$ cat src/rtl/player_shot.sv
// player_shot: player projectile slots with fire synchronizer, per-frame motion,
// hit-driven retirement and a frame-stable raster overlay for the video mixer.
module player_shot #(
  parameter int          NUM_SHOTS       = 4,
  parameter int          SHOT_W          = 4,
  parameter int          SHOT_H          = 12,
  parameter int          SHOT_VEL        = 8,
  parameter int          COOLDOWN_FRAMES = 10,
  parameter logic [23:0] SHOT_COLOR      = 24'hFFFF00,
  parameter int          HRES            = 1280,
  parameter int          VRES            = 720,
  parameter int          PADDLE_H        = 16
) (
  input  logic               pixel_clk,
  input  logic               rst,
  input  logic               fsync,
  input  logic signed [11:0] hpos,
  input  logic signed [11:0] vpos,
  input  logic               fire,
  input  logic [11:0]        paddle_center_x,
  input  logic               hit,
  output logic [7:0]         pixel [0:2],
  output logic               active,
  output logic               shot_fired,
  output logic [3:0]         shots_live
);
  localparam int CW = $clog2(COOLDOWN_FRAMES + 2);
  localparam logic signed [11:0] Y0   = 12'(VRES - PADDLE_H - SHOT_H);
  localparam logic signed [12:0] XMAX = 13'(HRES - SHOT_W);
  logic [NUM_SHOTS-1:0] r_live, r_kill, w_in, w_sel, w_live_nxt;
  logic [11:0]          r_x [NUM_SHOTS];
  logic signed [11:0]   r_y [NUM_SHOTS];
  logic [CW-1:0]        r_cool;
  logic [3:0]           r_sync;
  logic                 r_fire_req, r_fired, w_launch;
  logic [3:0]           r_cnt;
  logic signed [12:0]   w_cx;
  logic [11:0]          w_xl;
  logic signed [13:0]   w_h, w_v;
  assign w_h  = {{2{hpos[11]}}, hpos};
  assign w_v  = {{2{vpos[11]}}, vpos};
  assign w_cx = $signed({1'b0, paddle_center_x}) - $signed(13'(SHOT_W / 2));
  assign w_xl = w_cx[12] ? 12'd0 : (w_cx > XMAX ? XMAX[11:0] : w_cx[11:0]);
  // Slots freed by this fsync's retire/move stay unusable until the next frame.
  always_comb begin
    w_sel = '0;
    for (int i = NUM_SHOTS - 1; i >= 0; i--) if (!r_live[i]) w_sel = NUM_SHOTS'(1) << i;
  end
  assign w_launch = r_fire_req && r_cool == '0 && |w_sel;
  for (genvar i = 0; i < NUM_SHOTS; i++) begin : g_box
    logic signed [13:0] w_l, w_t;
    assign w_l = {2'b00, r_x[i]};
    assign w_t = {{2{r_y[i][11]}}, r_y[i]};
    assign w_in[i] = r_live[i] && w_h >= w_l && w_h < w_l + 14'(SHOT_W)
                     && w_v >= w_t && w_v < w_t + 14'(SHOT_H);
    assign w_live_nxt[i] = (w_launch && w_sel[i])
                           || (r_live[i] && !r_kill[i] && r_y[i] >= 12'(SHOT_VEL));
  end
  always_ff @(posedge pixel_clk) begin
    if (rst) begin
      r_live     <= '0;
      r_kill     <= '0;
      r_cool     <= '0;
      r_sync     <= '0;
      r_fire_req <= 1'b0;
      r_fired    <= 1'b0;
      r_cnt      <= '0;
    end else begin
      r_sync     <= {r_sync[2:0], fire};
      r_fire_req <= fsync ? 1'b0 : (r_fire_req | (r_sync[2] & ~r_sync[3]));
      r_fired    <= fsync && w_launch;
      if (fsync) begin
        r_live <= w_live_nxt;
        r_kill <= '0;
        r_cool <= w_launch ? CW'(COOLDOWN_FRAMES) : (r_cool != '0 ? r_cool - CW'(1) : r_cool);
        r_cnt  <= 4'($countones(w_live_nxt));
      end else if (hit) r_kill <= r_kill | w_in;
    end
  end
  // Position registers need no reset: the live bits gate every use of them.
  always_ff @(posedge pixel_clk) begin
    if (fsync)
      for (int i = 0; i < NUM_SHOTS; i++)
        if (w_launch && w_sel[i]) begin
          r_x[i] <= w_xl;
          r_y[i] <= Y0;
        end else if (r_y[i] >= 12'(SHOT_VEL)) r_y[i] <= r_y[i] - 12'(SHOT_VEL);
  end
  assign active     = |w_in;
  assign shot_fired = r_fired;
  assign shots_live = r_cnt;
  assign pixel[2]   = active ? SHOT_COLOR[23:16] : 8'h00;
  assign pixel[1]   = active ? SHOT_COLOR[15:8]  : 8'h00;
  assign pixel[0]   = active ? SHOT_COLOR[7:0]   : 8'h00;
endmodule

$ cat config.mk
export PLATFORM = sky130hd
export DESIGN_NAME = player_shot
export DESIGN_NICKNAME = d
export VERILOG_FILES = /design/src/rtl/player_shot.sv
export SDC_FILE = /design/constraint.sdc
export NUM_CORES = 1
export LEC_CHECK = 0
export ABC_AREA = 1
export ABC_CLOCK_PERIOD_IN_PS = 9900
export CORE_AREA = 2 2 133 135
export CTS_CLUSTER_DIAMETER = 100
export DETAILED_ROUTE_END_ITERATION = 6
export DIE_AREA = 0 0 135 137
export HOLD_SLACK_MARGIN = 0.1
export PLACE_DENSITY = 0.87
export REMOVE_ABC_BUFFERS = 1
export SYNTH_ARGS = -nofsm -noshare
export SYNTH_HDL_FRONTEND = slang
export SYNTH_SLANG_ARGS = --single-unit
$ cat constraint.sdc
create_clock -name pixel_clk -period 9.9 [get_ports pixel_clk]
set_input_delay 2.475 -clock pixel_clk [delete_from_list [all_inputs] [get_ports pixel_clk]]
set_output_delay 2.475 -clock pixel_clk [all_outputs]
set_load 0.005 [all_outputs]
==> summary.md, run 1 <==
| Metric | Value |
|---|---|
| R2R cell count | `13` |
| Total gr overflow | `0` |
| Core Region | `around 17000 um2` |
| PnR worst setup slack | `between 1.5 and 2 ns` |
| Layout Utilization | `0.645` |
| Top cells by count, synth | `nand2_1, inv_1, ha_1` |
| Worst Hold Class | `flop to flop` |
| GP Congestion | `0.862` |
| Worst-path fanout max | `17` |
| Synth top area cells | `edfxtp_1, ha_1, nand2_1, inv_1, xor2_1` |
| Slew margin rel. | `0.172` |
| WS Path Type | `primary input to primary output` |
| Cts hold-fix bufs | `0` |
| Site Rows | `48` |
| Synth area leader | `edfxtp_1` |
| Worst vdd ir | `87.1 uV` |
| Post-route ant nets | `0` |
| Routed WL | `around 22000 um` |
| Reg-to-reg slack, setup | `6.81 ns` |
| Worst setup SP type | `primary input` |
| Final setup violation count | `0` |
| CTS Buf Count | `9` |
| WL/cell | `approximately 14 um` |
| Remaining DRCs | `0` |
| Max Cap Viol | `0` |
| Count of different cell masters after synthesis | `36` |
| RSZ-0062 raised after global routing | `false` |
| Layout cell share with drive strength beyond 1 | `0.0215` |
| Die height | `137 um` |
| Pre-CTS setup slack | `roughly 1.7 ns` |
| Final hold vios | `0` |
| Total die area | `approximately 18000 um2` |
| Outcome | `complete, no violations` |
| Top-count cell post-synth | `nand2_1` |
| Setup TNS | `0 ns` |
| Fraction of the yosys area taken by sequential cells | `0.294` |
| Top-area cell type share of the netlist area | `0.252` |
| Total track usage | `0.245` |
| Initial core utilization | `0.588` |
| Clock sinks | `roughly 110` |
| Nets | `roughly 1600` |
| Required @ worst endpoint | `about 7.4 ns` |
| DP HPWL | `between 15000 and 20000 um` |
| Max Freq | `roughly 120 MHz` |
| Area growth from synthesis to layout | `9.81%` |
| Yosys warns | `0` |
| Total number of vias | `about 8500` |
| Worst-path clk slew | `around 0.060 ns` |
| Worst Hold End | `r_sync[1]` |
| Worst path arrival time | `5.78 ns` |
| Clock Path Buffers | `2` |
| Synthesized area | `~10000 um2` |
| Final period util | `0.834` |
| Slew Viols, Final | `0` |
| Synth Flop Type | `edfxtp_1` |
| Vias in the first global route | `~8100` |
| Die W | `~140 um` |
| Syn avg cell area | `around 7.8 um2` |
| H-tree depth | `3` |
| Clk_skew | `about 0.0075 ns` |
| HP Start | `r_sync[0]` |
| Largest net degree at the start of global routing | `18` |
| Worst R2R End | `shots_live[1]` |
| PostCTS Resize Cnt | `0` |
| Clock insertion delay at the later pin of the skew report | `0.35 ns` |
| Setup Fix Bufs, Post-CTS | `0` |
| Port Buffers | `59` |
| Mapped Cells | `around 1300` |
| RR Startpoint | `r_y[0][4]` |
| Non-filler cells, final | `about 1600` |
| Worst slew pin tran | `approximately 1.2 ns` |
| Initial antenna violation count | `0` |
| Placed instance count | `1556` |
| Tmin final | `between 8 and 9 ns` |
| Cell Pwr Density | `approximately 95 nW/um2` |
| CTS tree | `done` |
| Post-synth EDFFs | `84` |
| Worst Hold Depth | `2` |
| Vias per cell | `~5.4` |
| Synth Register Bits | `about 110` |
| Drt first pass iters | `5` |
| Leak Pwr | `approximately 0.0054 uW` |
| Antenna diodes | `0` |
| DRC violation total after the first TritonRoute iteration | `576` |
| First-pass GRT wire length | `around 36000 um` |
| Crit path capture type | `primary output` |
| FFs w/ async S/R, synth | `0` |
| CTS Root Cell | `clkbuf_16` |
| IO Count | `between 70 and 80` |
[critical path, stage by stage]
cell and delay [ns]:
clkdlybuf4s50_1 0.46, buf_4 0.23, inv_1 0.23, ha_1 0.35, inv_1 0.08, nand4_1 0.09
nor2_1 0.13, nor2_1 0.05, nand3_1 0.09, nand2_1 0.06, nor2_1 0.25, nand2_1 0.13
nand4_1 0.50, clkdlybuf4s50_1 0.65
[sequential cells by signal (all words and copies together) (netlist names)]
| signal | count |
|---|---|
| r_x | 48 |
| r_sync | 4 |
| r_y | 36 |
| shots_live | 3 |
| r_cool | 4 |
| r_live | 4 |
| r_fire_req | 1 |
| shot_fired | 1 |
| r_kill | 4 |
[final cells by class]
type,count,area [um2]
clock inverters,5,22.5
clock buffers,11,233
repair buffers,62,613
fillers,1381,6050
multi-input cells,961,6150
well taps,225,282
inverters,203,763
flip-flops and latches,105,2940
[through the flow]
stage | hold slack (ns) | area, um2 | power, uW
after floorplan | 0.388 | 9860 | 653
after global placement | 0.389 | 10800 | 718
after detailed placement | 0.395 | 10800 | 731
after CTS | 0.404 | 11000 | 1050
after global routing | 0.432 | 11000 | 1100
final | 0.406 | 11000 | 1050
[worst max path at each step]
stage | cells after the start | slack, ns | endpoint | start
2_1_floorplan | 11 | 3.26 | active | hpos[10]
3_3_place_gp | 14 | 1.81 | pixel[10] | hpos[11]
3_5_place_dp | 14 | 1.72 | pixel[1] | hpos[11]
4_1_cts | 14 | 1.70 | pixel[1] | hpos[11]
5_1_grt | 14 | 1.48 | pixel[4] | hpos[11]
6_report | 14 | 1.64 | pixel[1] | hpos[11]
[per-layer routing]
metal | vias up | track usage | share of wire
met2 | 237 | 0.429 | 0.48
met1 | 3844 | 0.311 | 0.45
met4 | 0 | 0.0943 | 0.026
li1 | 4326 | - | -
met3 | 53 | 0.0285 | 0.046
met5 | - | 0 | 0
[cell families (layout without fill, tap and decap cells)]
kind of cell,Yosys count,count (layout),share of synthesized area
adders and majority gates,189,189,0.237
AOI/OAI and AO/OA,138,138,0.0769
other,1,13,0.000374
xor gates and xnor gates,70,70,0.0612
DFF,105,105,0.294
buffers and inverters,232,281,0.0972
and+or+nand+nor,551,551,0.234
[power breakdown]
group          switching [uW]  leakage [uW]  internal, uW
Clock                     157      0.000128           168
Combinational             138       0.00434          89.8
Sequential               9.62      0.000915           489
[cell usage in the layout, fill, tap and decap left out, types with 29 or more instances in the layout]
cell type          n
clkdlybuf4s50_1   59
xor2_1            58
nand2_1          267
a21oi_1           79
nor2_1           129
nor3_1            29
edfxtp_1          84
ha_1             188
nand3_1           81
inv_1            201
Power figures use the tool's default switching activity.
==> run 2: changes to the inputs <==
ABC_CLOCK_PERIOD_IN_PS = 7900   (was 9900)
clock period = 7.9 ns   (was 9.9 ns; I/O delays follow)
==> run 2 against run 1 <==
Effect of this change: clock power up 40%; global-route usage grew 0.48 points; register-to-register slack worse by 2.1 ns.
==> summary.md, run 2 (synthesized netlist as in run 1, its figures left out) <==
| Metric | Value |
|---|---|
| PostCTS Resize Cnt | `0 (unchanged)` |
| Final period util | `0.909` |
| Total die area | `18500 um2 (unchanged)` |
| Worst vdd ir | `138 uV (+58%)` |
| Cts hold-fix bufs | `0 (unchanged)` |
| Clock Path Buffers | `2 (unchanged)` |
| Post-route ant nets | `0 (unchanged)` |
| DP HPWL | `18000 um (+1.5%)` |
| Setup crit end | `pixel[7]` |
| IO Count | `71 (unchanged)` |
| Crit path capture type | `primary output` |
| Most flops, register | `r_x` |
| Worst Hold Class | `flop to flop` |
| Worst setup SP type | `primary input` |
| Total track usage | `0.250 (+0.00480)` |
| Hold slack | `0.407 ns (+0.000411 ns)` |
| Non-filler cells, final | `1572 (unchanged)` |
| Worst R2R End | `shots_live[1]` |
| Worst path arrival time | `5.21 ns (-0.57 ns)` |
| Total number of vias | `8490 (+0.35%)` |
| Worst-path clk slew | `0.07 ns (about the same)` |
| First-pass GRT wire length | `37200 um (+2.5%)` |
| Largest regs | `r_x (48), r_y (36)` |
| Pre-CTS setup slack | `0.794 ns (-0.928 ns)` |
| Routed WL | `22600 um (+1.2%)` |
| RR Startpoint | `r_y[0][5]` |
| DRC violation total after the first TritonRoute iteration | `547 (-5.0%)` |
| Final setup violation count | `0 (unchanged)` |
| Total gr overflow | `0 (unchanged)` |
| Die W | `135 um (unchanged)` |
| Worst path max stage delay | `0.67 ns (+0.02 ns)` |
| Core Region | `17100 um2 (unchanged)` |
| Largest net degree at the start of global routing | `18 (unchanged)` |
| Setup crit start | `hpos[6]` |
| Vias in the first global route | `8234 (+2.2%)` |
| Max Cap Viol | `0 (unchanged)` |
| WL/cell | `14.3 um (+1.2%)` |
| Worst-path fanout max | `17 (unchanged)` |
| Setup Fix Bufs, Post-CTS | `0 (unchanged)` |
| Worst slew pin tran | `1.23 ns (+0.000835 ns)` |
| Crit-path slowest cell | `clkdlybuf4s50_1` |
| Vias per cell | `5.40 (+0.35%)` |
| Site Rows | `48 (unchanged)` |
| Initial antenna violation count | `0 (unchanged)` |
| Required @ worst endpoint | `5.93 ns (-1.50 ns)` |
| R2R cell count | `13 (unchanged)` |
| CP most frequent cell | `nand2_1` |
| Reg-to-reg slack, setup | `4.74 ns (-2.07 ns)` |
| Nets | `1572 (unchanged)` |
| Final hold vios | `0 (unchanged)` |
| RSZ-0062 raised after global routing | `false` |
| Placed instance count | `1556 (unchanged)` |
| Layout cell share with drive strength beyond 1 | `0.0230 (+0.00148)` |
| Cell Pwr Density | `124 nW/um2 (+30%)` |
| Leak Pwr | `0.00539 uW (+0.27%)` |
| Drt first pass iters | `5 (unchanged)` |
| Clock insertion delay at the later pin of the skew report | `0.36 ns (about the same)` |
| Filler cell count | `1390 (+0.65%)` |
| CTS Buf Count | `9 (unchanged)` |
| GP Congestion | `0.877 (+1.8%)` |
| Tmin final | `between 7 and 8 ns` |
| WS Path Type | `primary input to primary output` |
| Remaining DRCs | `0 (unchanged)` |
| H-tree depth | `3 (unchanged)` |
| Most common cell after layout, fill and taps aside | `nand2_1` |
| Max Freq | `roughly 140 MHz` |
| Setup TNS | `0 ns (unchanged)` |
| Slew margin rel. | `0.171 (-0.000563)` |
| Slew Viols, Final | `0 (unchanged)` |
| CTS tree | `done` |
| Clk_skew | `0.0103 ns (+0.00277 ns)` |
| Outcome | `complete, no violations` |
| Critical path, cell by cell | `clkdlybuf4s50_1 -> ha_1 -> nand2_1 -> nor2_1 -> and3_1 -> nand2_1 -> nand3_1 -> nand2_1 -> nor2_1 -> nand2_1 -> nand4_1 -> clkdlybuf4s50_1` |
| Clock sinks | `105 (unchanged)` |
| Most frequent cells in the layout | `nand2_1, inv_1, ha_1, nor2_1, edfxtp_1` |
| Die height | `137 um (unchanged)` |
| CTS Root Cell | `clkbuf_16` |
| Port Buffers | `59 (unchanged)` |
| Antenna diodes | `0 (unchanged)` |
| PnR worst setup slack | `0.718 ns (-0.926 ns)` |
| Max reg flops | `48 (unchanged)` |
| Area growth from synthesis to layout | `10.2%` |
| Initial core utilization | `0.588 (unchanged)` |
[run 2: routing by layer]
metal | GRT usage | wire length, um | up-vias
met5 | 0 | 0 | -
met4 | 0.0943 | 600 | 0
met3 | 0.0326 | 1130 | 58
met2 | 0.435 | 10800 | 238
met1 | 0.317 | 9980 | 3862
li1 | - | - | 4332
[run 2: worst min path at each step]
stage	start	end	slack (ns)	cells after the start
after detailed placement	r_sync[0]	r_sync[1]	0.40	2
final	r_sync[0]	r_sync[1]	0.41	2
after CTS	r_sync[0]	r_sync[1]	0.41	2
after global routing	r_sync[0]	r_sync[1]	0.43	2
after global placement	r_sync[1]	r_sync[2]	0.39	2
after floorplan	r_sync[0]	r_sync[1]	0.39	2
[run 2: per-stage QoR]
step | cell area, um2 | util | power, uW
floorplan | 9860 | - | 818
global placement | 10800 | 0.630 | 902
detailed placement | 10800 | 0.630 | 917
CTS | 11000 | 0.648 | 1360
global route | 11000 | 0.648 | 1430
finish | 11000 | 0.648 | 1370
[run 2: layout make-up]
| cell class | count | area (um2) | share of cell area |
|---|---|---|---|
| Clock inverter | 6 | 66.3 | 0.00600 |
| Inverter | 203 | 763 | 0.0691 |
| Clock buffer | 10 | 229 | 0.0207 |
| Tap cell | 225 | 282 | 0.0255 |
| Sequential cell | 105 | 2940 | 0.266 |
| Timing Repair Buffer | 62 | 613 | 0.0555 |
| Multi-Input combinational cell | 961 | 6150 | 0.557 |
[run 2: power breakdown]
group | switching (uW) | internal [uW] | leakage, uW | total (uW)
clock network | 208 | 248 | 0.000142 | 456
registers | 11.9 | 613 | 0.000915 | 625
logic | 173 | 112 | 0.00434 | 285
[run 2: critical path: cells and delay by family]
| family | cells | cell delay (ns) |
|---|---|---|
| buffers and inverters | 2 | 1.31 |
| and+or+nand+nor | 9 | 1.46 |
| adders and majority gates | 1 | 0.45 |
